File: config.mk
export PLATFORM = sky130hd
export DESIGN_NAME = keypad_scan
export DESIGN_NICKNAME = d
export VERILOG_FILES = /design/src/rtl/keypad_scan.sv
export SDC_FILE = /design/constraint.sdc
export NUM_CORES = 1
export LEC_CHECK = 0
export ABC_AREA = 1
export CAP_MARGIN = 30
export CELL_PAD_IN_SITES_DETAIL_PLACEMENT = 0
export CELL_PAD_IN_SITES_GLOBAL_PLACEMENT = 1
export CORE_ASPECT_RATIO = 1.2
export CORE_MARGIN = 5
export CORE_UTILIZATION = 39
export DETAILED_ROUTE_END_ITERATION = 16
export PLACE_DENSITY = 0.86
export SLEW_MARGIN = 20
export SYNTH_ARGS = -nofsm -noshare
export SYNTH_HDL_FRONTEND = slang
export SYNTH_SLANG_ARGS = --single-unit
File: constraint.sdc
create_clock -name clk -period 1.9 [get_ports clk]
set_input_delay 0.19 -clock clk [delete_from_list [all_inputs] [get_ports clk]]
set_output_delay 0.19 -clock clk [all_outputs]
set_load 0.01 [all_outputs]
File: src/rtl/keypad_scan.sv
// Row-scanning 4x3 keypad front end: synchronizes and debounces the column returns and accepts one key per press.
// Optional macro KEYPAD_CELL_ONLY_EN restricts accepted keys to board cells 1..9.
module keypad_scan #(
    parameter int SCAN_DIV       = 25000,
    parameter int DEBOUNCE_SCANS = 4
) (
    input  logic       clk,
    input  logic       rst,
    input  logic [2:0] key_col,
    output logic [3:0] key_row,
    output logic [3:0] key_data,
    output logic       key_valid,
    output logic       key_busy
);

    localparam int DIV_W = (SCAN_DIV > 1) ? $clog2(SCAN_DIV) : 1;
    localparam logic [DIV_W-1:0] DIV_LAST = DIV_W'(SCAN_DIV - 1);
    localparam logic [3:0] DEB_TARGET = 4'(DEBOUNCE_SCANS);

    logic [2:0]       sync1_q, sync1_d;
    logic [2:0]       sync2_q, sync2_d;
    logic [DIV_W-1:0] div_q, div_d;
    logic [1:0]       row_q, row_d;
    logic [11:0]      snap_q, snap_d;
    logic [11:0]      prev_snap_q, prev_snap_d;
    logic [3:0]       stable_cnt_q, stable_cnt_d;
    logic [3:0]       key_data_q, key_data_d;
    logic             key_valid_q, key_valid_d;
    logic             key_busy_q, key_busy_d;

    logic             sample;
    logic             scan_end;
    logic [11:0]      snap_full;
    logic [3:0]       stable_new;
    logic             one_hot;
    logic             code_ok;

    function automatic logic [3:0] key_code(input logic [11:0] s);
        logic [3:0] c;
        c = 4'hF;
        for (int i = 0; i < 12; i++) begin
            if (s[i]) begin
                if (i < 9)       c = 4'(i + 1);
                else if (i == 9) c = 4'd10;
                else if (i == 10) c = 4'd0;
                else             c = 4'd11;
            end
        end
        return c;
    endfunction

    always_comb begin
        sync1_d      = key_col;
        sync2_d      = sync1_q;
        div_d        = div_q;
        row_d        = row_q;
        snap_d       = snap_q;
        prev_snap_d  = prev_snap_q;
        stable_cnt_d = stable_cnt_q;
        key_data_d   = key_data_q;
        key_valid_d  = 1'b0;
        key_busy_d   = key_busy_q;

        sample   = (div_q == DIV_LAST);
        scan_end = sample && (row_q == 2'd3);

        // Snapshot as it stands once the current row's sample is merged in.
        snap_full = snap_q;
        case (row_q)
            2'd0:    snap_full[2:0]  = sync2_q;
            2'd1:    snap_full[5:3]  = sync2_q;
            2'd2:    snap_full[8:6]  = sync2_q;
            default: snap_full[11:9] = sync2_q;
        endcase

        stable_new = (snap_full == prev_snap_q)
                   ? ((stable_cnt_q == 4'd15) ? 4'd15 : stable_cnt_q + 4'd1)
                   : 4'd1;
        one_hot    = (snap_full != 12'd0) && ((snap_full & (snap_full - 12'd1)) == 12'd0);
`ifdef KEYPAD_CELL_ONLY_EN
        code_ok    = |snap_full[8:0];
`else
        code_ok    = 1'b1;
`endif

        if (sample) begin
            div_d  = '0;
            row_d  = row_q + 2'd1;
            snap_d = snap_full;
        end else begin
            div_d  = div_q + DIV_W'(1);
        end

        if (scan_end) begin
            prev_snap_d  = snap_full;
            stable_cnt_d = stable_new;
            if (stable_new == DEB_TARGET) begin
                // Non-cell keys under the cell-only build still lock out other keys until release.
                if (one_hot && !key_busy_q) begin
                    key_busy_d = 1'b1;
                    if (code_ok) begin
                        key_valid_d = 1'b1;
                        key_data_d  = key_code(snap_full);
                    end
                end else if (snap_full == 12'd0) begin
                    key_busy_d = 1'b0;
                end
            end
        end

        key_row = 4'd1 << row_q;
    end

    always_ff @(posedge clk) begin
        if (rst) begin
            sync1_q      <= 3'd0;
            sync2_q      <= 3'd0;
            div_q        <= '0;
            row_q        <= 2'd0;
            snap_q       <= 12'd0;
            prev_snap_q  <= 12'd0;
            stable_cnt_q <= 4'd0;
            key_data_q   <= 4'hF;
            key_valid_q  <= 1'b0;
            key_busy_q   <= 1'b0;
        end else begin
            sync1_q      <= sync1_d;
            sync2_q      <= sync2_d;
            div_q        <= div_d;
            row_q        <= row_d;
            snap_q       <= snap_d;
            prev_snap_q  <= prev_snap_d;
            stable_cnt_q <= stable_cnt_d;
            key_data_q   <= key_data_d;
            key_valid_q  <= key_valid_d;
            key_busy_q   <= key_busy_d;
        end
    end

    assign key_data  = key_data_q;
    assign key_valid = key_valid_q;
    assign key_busy  = key_busy_q;

endmodule

[After elaboration in Yosys (flattened, before gate mapping)]
Index checks and enable logic that the tools add are counted.
Word-level totals
  logic and storage cells: 60
  memories: 0
  flip-flop bits (word level): 57
  memory bits (read-only): 0
  output and inout bits: 10
  memory bits (writable): 0
  bits in latches: 0
  input bits: 5
Cells by class
  bitwise logic cells: 3
  equality and inequality tests: 7
  reductions and logical operators: 14
  shift-type cells: 1
  order comparisons: 0
  add/sub/neg operators: 4
  divide/modulo/power cells: 0
  multiplexer cells: 21
  $mul: 0
Operator list (count)
  4-bit two-way mux: 14
  12-bit logical NOT: 2
  15-bit by 1-bit adder with 15-bit output, second input constant: 1
  15-bit == test, second input constant: 1
  12-bit AND: 1
  12-bit == test: 1
  3-bit two-way mux: 4
  12-bit nonzero test: 1
  12-bit by 1-bit subtractor with 12-bit output, second input constant: 1
  3-bit AND reduction: 2
  3-bit OR reduction: 2
  4-bit by 1-bit adder with 4-bit output, second input constant: 1
  2-bit == test, second input constant: 2
  4-bit by 3-bit == test with 1-bit output, second input constant: 1
  4-bit == test, second input constant: 1
  1-bit by 2-bit left shift with 4-bit output, first input constant: 1
  1-bit logical AND: 3
  1-bit two-way mux: 3
  2-bit by 1-bit adder with 2-bit output, second input constant: 1
  2-bit by 1-bit == test with 1-bit output, second input constant: 1
  2-bit logical NOT: 1
  1-bit NOT: 2
  2-bit nonzero test: 1
  2-bit OR reduction: 1
  1-bit logical NOT: 1

[Logic depth before layout (Yosys ltp)]
  word-level depth: 14
  mapped depth: 17
  gate-level depth less buffers: 17

[Worst setup path before layout]
Ideal clock, no wire load.
  kind: register -> register
  start point: register row_q[0]
  end point: register key_data_q[0], in the netlist key_data[0]
  data arrival time: 1.838 ns
  library setup time: 0.128 ns
  slack: -0.066 ns
  stages on the path, launching flop included: 14
  required time: 1.772 ns
  path through: dfxtp_1 > inv_1 > ha_1 > nand2_1 > nand2_4 > nand2_4 > nor2_8 > nand2_2 > a21oi_2 > nand3_2 > nor2_4 > nand3_4 > nand2_1 > nand3_1
On the way
  word-level cells in the longest chain between the ends: 13
  elaborated cells on any way between the ends: 31
  classes of those cells: 1 x add/sub; 5 x eq/ne; 16 x mux; 1 x bitwise; 8 x reduce/logical
Ends and longest elaborated chain
  from (decl): RTL line 23  | logic [1:0] row_q, row_d;
  from (signal assigned): RTL line 130  | row_q <= row_d;
  parallel branches: the longest is 13 deep, another holds 12-bit by 1-bit subtractor with 12-bit output
  to (signal assigned): RTL line 134  | key_data_q <= key_data_d;
  to (decl): RTL line 27  | logic [3:0] key_data_q, key_data_d;
Parallel ways; which one is timed is not known.
A chain may end at the register's enable or synchronous reset.

[Worst setup path in the final report]
  start point: register row_q[0]
  end point: register key_data_q[1], in the netlist key_data[1]
On the way
  word-level cells in the longest chain between the ends: 14
  elaborated cells on any way between the ends: 32
  classes of those cells: 1 x add/sub; 5 x eq/ne; 17 x mux; 1 x bitwise; 8 x reduce/logical
Ends and longest elaborated chain
  parallel branches: the longest is 14 deep, another holds 12-bit by 1-bit subtractor with 12-bit output
Parallel ways; which one is timed is not known.

==> impl_metrics.yaml <==
setup_path:
  crit_chain: "inv_6 > ha_4 > buf_6 > nand2_4 > o21ai_4 > buf_6 > nor2_8 > nand2_4 > a21oi_2 > nand2_2 > nor2_4 > nand3_4 > nand2_2 > nand3_1"
  worst_path_max_delay_cell: "dfxtp_4"
  critPathCaptureType: "register"
  slowest_delay_ps: 390
  worstPathArrival_ps: 2250
  critPathLaunchType: "register"
  critPathKind: "register to register"
  cp.required_ps: 2120
  path_max_fanout: 6
  worst-r2r-setup-slack_ps: -130
worst_hold_path:
  hold_path.class: "input pin to register"
global_routing:
  grt_pass1_vias: 3398
  grt_use_met2_pct: 33.2
  use_met3_pct: 3.49
  busiest_layer: "met2"
  grt-ovfl-total: 0
  grt_pass1_wl_um: 15100
  grt_max_degree: 23
  grt_usage_pct: 18.7
  grtUsageMet1_pct: 21.8
  antenna_found_initial: 0
timing:
  hold_violations: 0
  finalClockSkew_ps: 8.25
  slew_headroom_pct: 74.8
  final-setup-viol-count: 8
  max_freq_ghz: 0.494
  worst_slack_ps: -125
  final.min_clock_period_ps: 2030
  min_period_over_period_pct: 107
  tightest_slew_ps: 374
  hold_slack_ps: 357
  maxSlewViolCount: 0
  rsz0062_at_grt: "true"
finish:
  layout-drive-gt1-share_pct: 32.9
  postLayoutCellArea_sq_um: 4560
  finalNonFillerCells: 675
  final_nets: 586
  diodes: 0
  syn_to_final_growth_pct: 41.5
drt:
  vias_per_cell: 4.99
  first_pass_iters: 6
  drt_iter0_markers: 187
  ant_nets: 0
  wl_per_cell_um: 13.2
  drc: 0
  vias: 3371
  routed_wl_um: 8900
synth:
  synth_top_family_by_area: "simple AND/OR/NAND/NOR gates"
  synth_xor_area_share_pct: 0
  yosys.area_share.simple_pct: 37.8
  syn_inst: 488
  synth_warnings: 0
  synth_area_leaders: "dfxtp_1 35%, nand2_1 15%, inv_1 7.6%"
  synth_fa_ha_area_share_pct: 2.33
  seq_area_frac_synth_pct: 35.4
  syn-mean-instance-area_sq_um: 6.60
  synth_seq_cells: 57
  synth_compound_area_share_pct: 14.6
  synth_top_cell_area_share_pct: 35.4
  synth_cell_types: 32
  synth_mux_area_share_pct: 0
  yosysTopAreaCell: "dfxtp_1"
  syn_nets: 499
  netlist_area_sq_um: 3220
power_and_ir_drop:
  power_frac_clock_pct: 48.4
  ir_drop_mv: 0.481
  p_leak_nw: 2.03
  pwr-share-comb_pct: 6.7
  p_int_w: 0.00203
  switching_share_pct: 24.7
  power_density_nw_per_um2: 592
  power_switching_w: 0.000666
  seqPwrFrac_pct: 45.0
job:
  drv_cap: 0
die:
  die_w_um: 93.0
  die_h_um: 110
  ioPinCount: 15
  initial_core_util_pct: 39.8
  dieArea_sq_um: 10200
  core_sq_um: 8110
  rows: 36
place:
  placed_cells: 641
  gp_congestion: 0.842
  dpl_cell_area_sq_um: 3850
  place_ws_ps: -251
  dp_hpwl_um: 6450
  portBuffers: 14
clocking:
  clkSinkCount: 57
  clk_latency_ps: 340
  cts_buffer_depth: 2
  clockRootBuffer: "clkbuf_8"
  cts_buffers: 9
  htree_levels: 3
  cts.hold.buffers_added: 0
  cts_tree: "done"
  clk_pin_slew_ps: 70
outcome:
  status: "finished, violations left"
  violations: "setup timing"
## final cells by class
class	instances	area, sq um
Clock buffer	9	124
Clock inverter	7	104
Fill cell	774	3550
Inverter	75	303
Multi-Input combinational cell	348	2080
Sequential cell	57	1150
Tap cell	95	119
Timing Repair Buffer	84	678
## sequential cells by signal (all words and copies together), names as in the netlist
register      cells
div_q            15
key_busy          1
key_data          4
key_valid         1
prev_snap_q      12
row_q             2
snap_q           12
stable_cnt_q      4
sync1_q           3
sync2_q           3
## through the flow
step | setup TNS [ps] | power, W | util, %
2_1_floorplan | 0 | 0.00134 | -
3_3_place_gp | -1660 | 0.00139 | 47.4
3_5_place_dp | -1660 | 0.00139 | 47.4
4_1_cts | -466 | 0.00273 | 54.0
5_1_grt | -1630 | 0.00280 | 56.2
6_report | -642 | 0.00270 | 56.2
## metal layers
layer / vias to the layer above / part of all wire, % / routed length [um]
li1: 1740 / - / -
met1: 1549 / 44 / 3930
met5: - / 0 / 0
met4: 0 / 2.4 / 212
met2: 59 / 50 / 4460
met3: 23 / 3.4 / 300
## power by group through the flow
stage / Clock (W) / Combinational (W) / Sequential (W)
after floorplan: 0 / 0.0000985 / 0.00124
after global placement: 0 / 0.000149 / 0.00124
after detailed placement: 0 / 0.000152 / 0.00124
after CTS: 0.00135 / 0.000168 / 0.00121
after global routing: 0.00139 / 0.000197 / 0.00121
final: 0.00131 / 0.000180 / 0.00121
## critical path: cells and delay by family (launching register included)
| family | cells | cell delay, ps |
|---|---|---|
| flops | 1 | 390 |
| simple gates | 8 | 790 |
| fa+ha+maj | 1 | 180 |
| compound gates | 2 | 230 |
| buf+inv | 3 | 310 |
## cell usage after synthesis (all sizes together)
cell	count
a211oi	3
a21oi	39
a221oi	3
buf	1
clkbuf	7
clkinv	1
dfxtp	57
ha	6
inv	74
nand2	140
nand3	37
nand3b	2
nand4	7
nor2	56
nor3	10
nor3b	2
nor4	3
o21a	2
o21ai	37
or2	1
## cell usage in the layout, fill, tap and decap left out, types with 5 or more instances in the layout
master	synthesis	final
a21oi_1	36	34
a21oi_2	3	5
buf_4	1	66
clkbuf_8	0	9
clkdlybuf4s50_1	0	12
dfxtp_1	57	54
inv_1	65	62
inv_2	9	6
nand2_1	125	98
nand2_2	7	28
nand2_4	8	14
nand3_1	35	28
nand3_2	1	8
nand4_1	7	7
nor2_1	46	38
nor2_2	7	6
nor2_4	2	11
nor3_1	10	7
o21ai_0	30	29
o21ai_4	0	5
## repair_timing
action | CTS | global route
endpoints found under the hold margin | 0 | 0
buffers inserted | 13 | 5
pin swaps | 27 | 31
endpoints found under the setup margin | 12 | 23
resized for setup | 58 | 42
gates cloned | 0 | 0
## cells by family after synthesis
kind of cell,count (synthesis)
simple gates,258
compound gates,84
buf+inv,83
flops,57
fa+ha+maj,6
## worst paths after layout
kind,from,to,depth (start not counted)
worst max-delay path,row_q[0]$_SDFFE_PP0P_,key_data[1]$_SDFFE_PP1P_,14
worst min-delay path,key_col[0],sync1_q[0]$_SDFF_PP0_,3
worst max register to register,row_q[0]$_SDFFE_PP0P_,key_data[1]$_SDFFE_PP1P_,14
worst min register to register,sync1_q[2]$_SDFF_PP0_,sync2_q[2]$_SDFF_PP0_,2
Power figures use the tool's default switching activity.
